--- src/rtl/pipelined_adder.sv ---
// Pipelined add/subtract with segmented carry chain, valid/ready handshake and
// carry / signed-overflow / zero flags registered alongside the final sum.
module pipelined_adder #(
   parameter int WIDTH  = 32,
   parameter int STAGES = 2
) (
   input  logic             clk,
   input  logic             rst_n,
   input  logic             in_valid,
   output logic             in_ready,
   input  logic [WIDTH-1:0] a,
   input  logic [WIDTH-1:0] b,
   input  logic             op_sub,
   output logic             out_valid,
   input  logic             out_ready,
   output logic [WIDTH-1:0] sum,
   output logic             carry,
   output logic             overflow,
   output logic             zero
);
   localparam int SEG  = WIDTH / STAGES;
   localparam int LAST = STAGES - 1;

   function automatic logic signed_ovf(input logic sign_a, input logic sign_b,
                                       input logic sign_r);
      return (sign_a == sign_b) && (sign_r != sign_a);
   endfunction

   logic adv;
   assign adv      = !out_valid || out_ready;
   assign in_ready = adv;

   for (genvar k = 0; k < STAGES; k++) begin : g_stage
      localparam int IW = WIDTH - k*SEG;   // operand bits not yet added
      logic [IW-1:0]         a_in, b_in;
      logic                  c_in, sa_in, sb_in, v_in;
      logic [SEG:0]          seg_sum;
      logic [(k+1)*SEG-1:0]  res_nxt, res_p;
      logic                  cy_p, vld_p;

      if (k == 0) begin : g_src
         assign a_in    = a;
         assign b_in    = op_sub ? ~b : b;
         assign c_in    = op_sub;
         assign v_in    = in_valid;
         assign sa_in   = a[WIDTH-1];
         assign sb_in   = b_in[IW-1];
         assign res_nxt = seg_sum[SEG-1:0];
      end else begin : g_src
         assign a_in    = g_stage[k-1].g_fwd.a_p;
         assign b_in    = g_stage[k-1].g_fwd.b_p;
         assign c_in    = g_stage[k-1].cy_p;
         assign v_in    = g_stage[k-1].vld_p;
         assign sa_in   = g_stage[k-1].g_fwd.sa_p;
         assign sb_in   = g_stage[k-1].g_fwd.sb_p;
         assign res_nxt = {seg_sum[SEG-1:0], g_stage[k-1].res_p};
      end

      assign seg_sum = {1'b0, a_in[SEG-1:0]} + {1'b0, b_in[SEG-1:0]} + {{SEG{1'b0}}, c_in};

      // stage k register boundary: result so far, segment carry, valid
      always_ff @(posedge clk or negedge rst_n) begin
         if (!rst_n) begin
            vld_p <= 1'b0;
            cy_p  <= 1'b0;
            res_p <= '0;
         end else if (adv) begin
            vld_p <= v_in;
            cy_p  <= seg_sum[SEG];
            res_p <= res_nxt;
         end
      end

      if (k < LAST) begin : g_fwd
         logic [IW-SEG-1:0] a_p, b_p;
         logic              sa_p, sb_p;
         always_ff @(posedge clk or negedge rst_n) begin
            if (!rst_n) begin
               a_p  <= '0;
               b_p  <= '0;
               sa_p <= 1'b0;
               sb_p <= 1'b0;
            end else if (adv) begin
               a_p  <= a_in[IW-1:SEG];
               b_p  <= b_in[IW-1:SEG];
               sa_p <= sa_in;
               sb_p <= sb_in;
            end
         end
      end
   end

   // final stage boundary: flags registered with the completed sum
   logic ovf_p, zero_p;
   always_ff @(posedge clk or negedge rst_n) begin
      if (!rst_n) begin
         ovf_p  <= 1'b0;
         zero_p <= 1'b0;
      end else if (adv) begin
         ovf_p  <= signed_ovf(g_stage[LAST].sa_in, g_stage[LAST].sb_in,
                              g_stage[LAST].res_nxt[WIDTH-1]);
         zero_p <= ~|g_stage[LAST].res_nxt;
      end
   end

   assign sum       = g_stage[LAST].res_p;
   assign carry     = g_stage[LAST].cy_p;
   assign out_valid = g_stage[LAST].vld_p;
   assign overflow  = ovf_p;
   assign zero      = zero_p;
endmodule

--- config.mk ---
export PLATFORM = sky130hd
export DESIGN_NAME = pipelined_adder
export DESIGN_NICKNAME = d
export VERILOG_FILES = /design/src/rtl/pipelined_adder.sv
export SDC_FILE = /design/constraint.sdc
export NUM_CORES = 1
export LEC_CHECK = 0
export CAP_MARGIN = 20
export CORE_ASPECT_RATIO = 0.7
export CORE_MARGIN = 4
export CORE_UTILIZATION = 40
export DETAILED_ROUTE_END_ITERATION = 8
export GPL_ROUTABILITY_DRIVEN = 0
export GPL_TIMING_DRIVEN = 0
export PLACE_DENSITY = 0.68
export SLEW_MARGIN = 20
export SYNTH_ARGS = -nofsm -noshare
export SYNTH_HDL_FRONTEND = slang
export SYNTH_SLANG_ARGS = --single-unit
--- constraint.sdc ---
create_clock -name clk -period 3 [get_ports clk]
set_input_delay 0.6 -clock clk [delete_from_list [all_inputs] [get_ports clk]]
set_output_delay 0.6 -clock clk [all_outputs]
set_load 0.02 [all_outputs]
# Word-level counts from Yosys, hierarchy flattened
# Index checks and enable logic that the tools add are counted.
[op_classes] addsub=4 n_eq_ne=2 mux=1 n_bitwise=1 n_reduce_logical=5
[ops] op="$add 16x16->17" n=2
[ops] op="$add 17x1->17" n=2
[ops] op="$mux 32" n=1
[ops] op="$not 32->32" n=1
[ops] op="$reduce_or 32->1" n=1
[ops] op="$logic_not 1->1" n=2
[ops] op="$eq 1x1->1" n=1
[ops] op="$logic_and 1x1->1" n=1
[ops] op="$logic_or 1x1->1" n=1
[ops] op="$ne 1x1->1" n=1
[totals] regBits=88 inputBits=69 output_inout_bits=37

# Logic depth before layout (Yosys ltp)
[logic_depth] word_depth=4 mapped_depth=11

# Worst setup path after synthesis
# Ideal clock, no wire load.
[synth_timing] kind="input -> register" start="input port op_sub" end="register g_stage[0].cy_p" setup_time_ns=0.129 arrival_ns=3.113 setup_slack_ns=-0.243 cell_stages=11 cell_sequence="buf_6 clkbuf_1 xor2_1 fa_1 a21o_1 a21oi_1 o21ai_1 a21oi_1 o211ai_1 and3_1 o41a_1"
[synth_via] elab_chain_len=3
[synth_rtl] item="start, declared" line="13" text="input logic op_sub,"
[synth_rtl] item="$mux 32" line="43" text="assign b_in = op_sub ? ~b : b;"
[synth_rtl] item="$add 16x16->17" line="59" text="assign seg_sum = {1'b0, a_in[SEG-1:0]} + {1'b0, b_in[SEG-1:0]} + {{SEG{1'b0}}, c_in};"
[synth_rtl] item="$add 17x1->17 *" line="59"
[synth_rtl] item="end signal, assigned" line="69" text="cy_p <= seg_sum[SEG];"
[synth_rtl] item="end, declared" line="39" text="logic cy_p, vld_p;"
# Every way passes the cells marked *; elsewhere a longest branch is shown, timed or not.
# A chain may end at the register's enable or synchronous reset.

# Final worst setup path
[layout_timing] start="input port b[2]" end="register g_stage[0].res_p[15]"
[layout_via] elab_chain_len=4
[layout_rtl] item="start, declared" line="12" text="input logic [WIDTH-1:0] b,"
[layout_rtl] item="$not 32->32" line="43"
[layout_rtl] item="$mux 32 *" line="43"
[layout_rtl] item="$add 16x16->17 *" line="59"
[layout_rtl] item="$add 17x1->17 *" line="59"
[layout_rtl] item="end signal, assigned" line="70" text="res_p <= res_nxt;"
[layout_rtl] item="end, declared" line="38" text="logic [(k+1)*SEG-1:0] res_nxt, res_p;"
# Marked as above.

==> metrics <==
H-tree Lvls 3; hold buffers post-CTS 0; FF+latch area 0.002152 mm^2; Post-Route Skew 0.007059 ns; Post-synth EDFFs 0; Peak supply drop 0.0003669 V; Cell Int Power 3.288 mW; CORE AREA 0.01242 mm^2; XOR/XNOR Fraction of Synth Area 0.08642; minimum clock period 2.925 ns; Worst EP arrival 3.14 ns; die height 102.2 um; Syn-to-layout area delta 34.42%; max_cap viols 0; post-route worst setup slack 0.07457 ns; Num CTS Buffers 9; P_leak 3.054 nW; final hold viol count 0; post-synth top area share 0.4247; maximum number of pins on one net before global-route repair 55; Antenna Nets Post-Route 0; CP peak stage delay 0.47 ns; TritonRoute pass-1 iters 6; adder-cell share of the synthesized area 0.08593; synth unique cells 58; Syn Inst Count 568; CP max-delay cell clkdlybuf4s50_1; Via density 5.275; fillers 1105; worst hold slack 0.2098 ns; Synth Register Bits 86; clk buf depth 2; DRC Markers 0; Slew Limit Headroom 0.4744; Max Fclk 341.8 MHz; post-layout net count 792; IO Pins 106; Initial Util 0.4079; IO buf count 104; Post-Route WL 14310 um; Main synth FF type dfrtp_1; CTS tree built; crit path max fanout 5; synth warn 0; Clock transition at path regs 0.06 ns; Die X 142.5 um; power density over the cells 754.7 mW/mm^2; Vias 4515; Async SR Flop Fraction 1.000; clock group share of total power 0.248; area of the multi-input gates 0.002853 mm^2; antenna violations before repair 0; Sequential Power Share 0.337; startpoint types input pin; Ant. Diodes 0; global-route wire length before repair 22940 um; DR WL/cell 16.72 um; layout cells sized above 1 0.08213; 1st-iter DRT viols 311; Crit Path Class in -> reg; HPWL Detailed 10840 um; status completed; GRT Total Usage 0.2006; Area contributors post-synth dfrtp_1 42%, nand2_1 11%, ha_1 7.4%; # rows 34; CP cell instances clkdlybuf4s50_1 -> xor2_1 -> ha_1 -> and3_1 -> a2111o_1 -> a21boi_2 -> o21a_1 -> o21ai_1 -> nand3_1 -> or3b_1; worst-margin pin slew 0.7884 ns; largest family of logic cells by synthesized area simple AND/OR/NAND/NOR gates; CTS sink count 86; Synth Area in Compound Gates 0.1649; dpl ws -0.5417 ns; syn_nets 670; setup violators final 0; CTS root buf clkbuf_16; simple-gate area share of the yosys netlist 0.1995; multiplexer area fraction after synthesis 0.008889; Net Switching 1.853 mW; Post-Syn Area per Cell 8.921 um^2; part of the power in combinational logic 0.415; GRT Residual Overflow 0; most area-hungry cell type in the Yosys netlist dfrtp_1; Seq/Total Area, Yosys 0.4247; vias in the first global route 4493; die area 0.01456 mm^2; Final period util 0.9751; Worst-Skew Late Latency 0.34 ns; required time of the critical path 3.21 ns; sw frac 0.3604; Worst Hold Class in -> async; fin. max-slew vios 0; CP Capture Type register; Mapped Area 0.005067 mm^2
==> synthesized netlist by cell type, drive strengths merged (3+ instances only) <==
| cell | n |
|---|---|
| a21oi | 33 |
| o21ai | 39 |
| nand3 | 8 |
| mux2 | 4 |
| xor2 | 21 |
| nand2b | 3 |
| a211oi | 4 |
| o211ai | 5 |
| nand2 | 149 |
| dfrtp | 86 |
| a21boi | 3 |
| o31a | 3 |
| a221oi | 3 |
| inv | 15 |
| o31ai | 5 |
| nor2 | 30 |
| buf | 3 |
| a21o | 8 |
| o21bai | 5 |
| ha | 30 |
| nor4 | 7 |
| clkbuf | 20 |
| nor3 | 7 |
| and3 | 11 |
| or3 | 3 |
| xnor2 | 29 |
| fa | 3 |
==> cell type report <==
type                       count  share of cell area
clock buffer                  11             0.03564
timing repair buffer         111              0.1627
multi-input combinational    444              0.4188
sequential                    86              0.3159
inverter                      15            0.008266
buffer                        23             0.01488
tap                          162             0.02976
clock inverter                 4             0.01396
==> sequential cells by signal, indices dropped and copies added, names as in the netlist, 16 cells and up <==
register           cells
g_stage.g_fwd.b_p     16
g_stage.g_fwd.a_p     16
g_stage.res_p         16
sum                   32
==> worst max-delay path, delay by kind of cell <==
kind | cells | cell delay (ns)
AOI/OAI and AO/OA | 4 | 0.97
xor gates and xnor gates | 1 | 0.16
adders and majority gates | 1 | 0.30
buffers and inverters | 1 | 0.47
and+or+nand+nor | 3 | 0.63
==> layer usage <==
layer / vias up / global-route usage / part of all wire / routed length, um
met4: 0 / 0.04456 / 0.014 / 200
li1: 2192 / - / - / -
met2: 145 / 0.3048 / 0.43 / 6193
met5: - / 0 / 0 / 0
met3: 19 / 0.05098 / 0.064 / 921
met1: 2159 / 0.2914 / 0.49 / 6997
==> cell families after synthesis <==
| group | count (synthesis) |
|---|---|
| xor+xnor | 50 |
| compound gates | 126 |
| mux | 4 |
| simple gates | 231 |
| buf+inv | 38 |
| flops | 86 |
| fa+ha+maj | 33 |
==> power groups by stage <==
stage	registers, mW	logic, mW	clock network, mW
floorplan	1.91	1.03	0
global placement	1.74	2.00	0
detailed placement	1.74	2.06	0
CTS	1.73	2.08	1.29
global route	1.76	2.32	1.35
finish	1.73	2.13	1.28
==> cells in the final DEF (no fill, tap or decap), types with 3 or more instances in the layout <==
master / netlist / final
mux2_2: 4 / 3
inv_1: 14 / 14
dfrtp_1: 86 / 86
clkbuf_1: 20 / 17
buf_4: 0 / 7
a21o_1: 8 / 8
a21oi_1: 33 / 31
nand2_1: 149 / 149
bufinv_16: 0 / 3
nor3_1: 7 / 7
or3_1: 3 / 3
xnor2_1: 29 / 29
nor4_1: 6 / 6
and3_1: 11 / 11
nand2b_1: 3 / 3
nand3_1: 8 / 8
clkbuf_16: 0 / 9
o21ai_1: 5 / 6
o31ai_1: 3 / 3
o31a_1: 3 / 3
o21bai_1: 5 / 5
o21ai_0: 34 / 33
ha_1: 30 / 29
nor2_1: 30 / 30
clkdlybuf4s50_1: 0 / 101
xor2_1: 21 / 19
o211ai_1: 5 / 5
==> final timing paths <==
path,start,to,slack (ns),cells past startpoint
min in group clk,sum[2],sum[2],0.47,2
max in group asynchronous,rst_n,sum[13],2.18,2
min reg2reg,sum[2],sum[2],0.47,2
max reg2reg,g_stage[0].cy_p,zero,0.12,9
max,b[2],g_stage[0].res_p[15],0.07,10
min,rst_n,g_stage[0].g_fwd.b_p[11],0.21,1
==> repair_timing <==
action,4_1_cts,5_1_grt
setup buffers,0,6
setup endpoints to repair,5,10
gates cloned,0,0
resized for setup,9,13
pin swaps,3,5
==> metrics by stage <==
| stage | instances | power (mW) | utilization | TNS [ns] | cell area (um^2) |
|---|---|---|---|---|---|
| 2_1_floorplan | 568 | 2.935 | - | 0 | 5077 |
| 3_3_place_gp | 834 | 3.741 | 0.5089 | -150.87 | 6321 |
| 3_5_place_dp | 835 | 3.803 | 0.5109 | -4.143 | 6346 |
| 4_1_cts | 850 | 5.104 | 0.5402 | 0 | 6710 |
| 5_1_grt | 856 | 5.433 | 0.5483 | -0.01876 | 6812 |
| 6_report | 856 | 5.141 | 0.5483 | 0 | 6812 |
No activity file was read; power rests on OpenSTA's default activity.
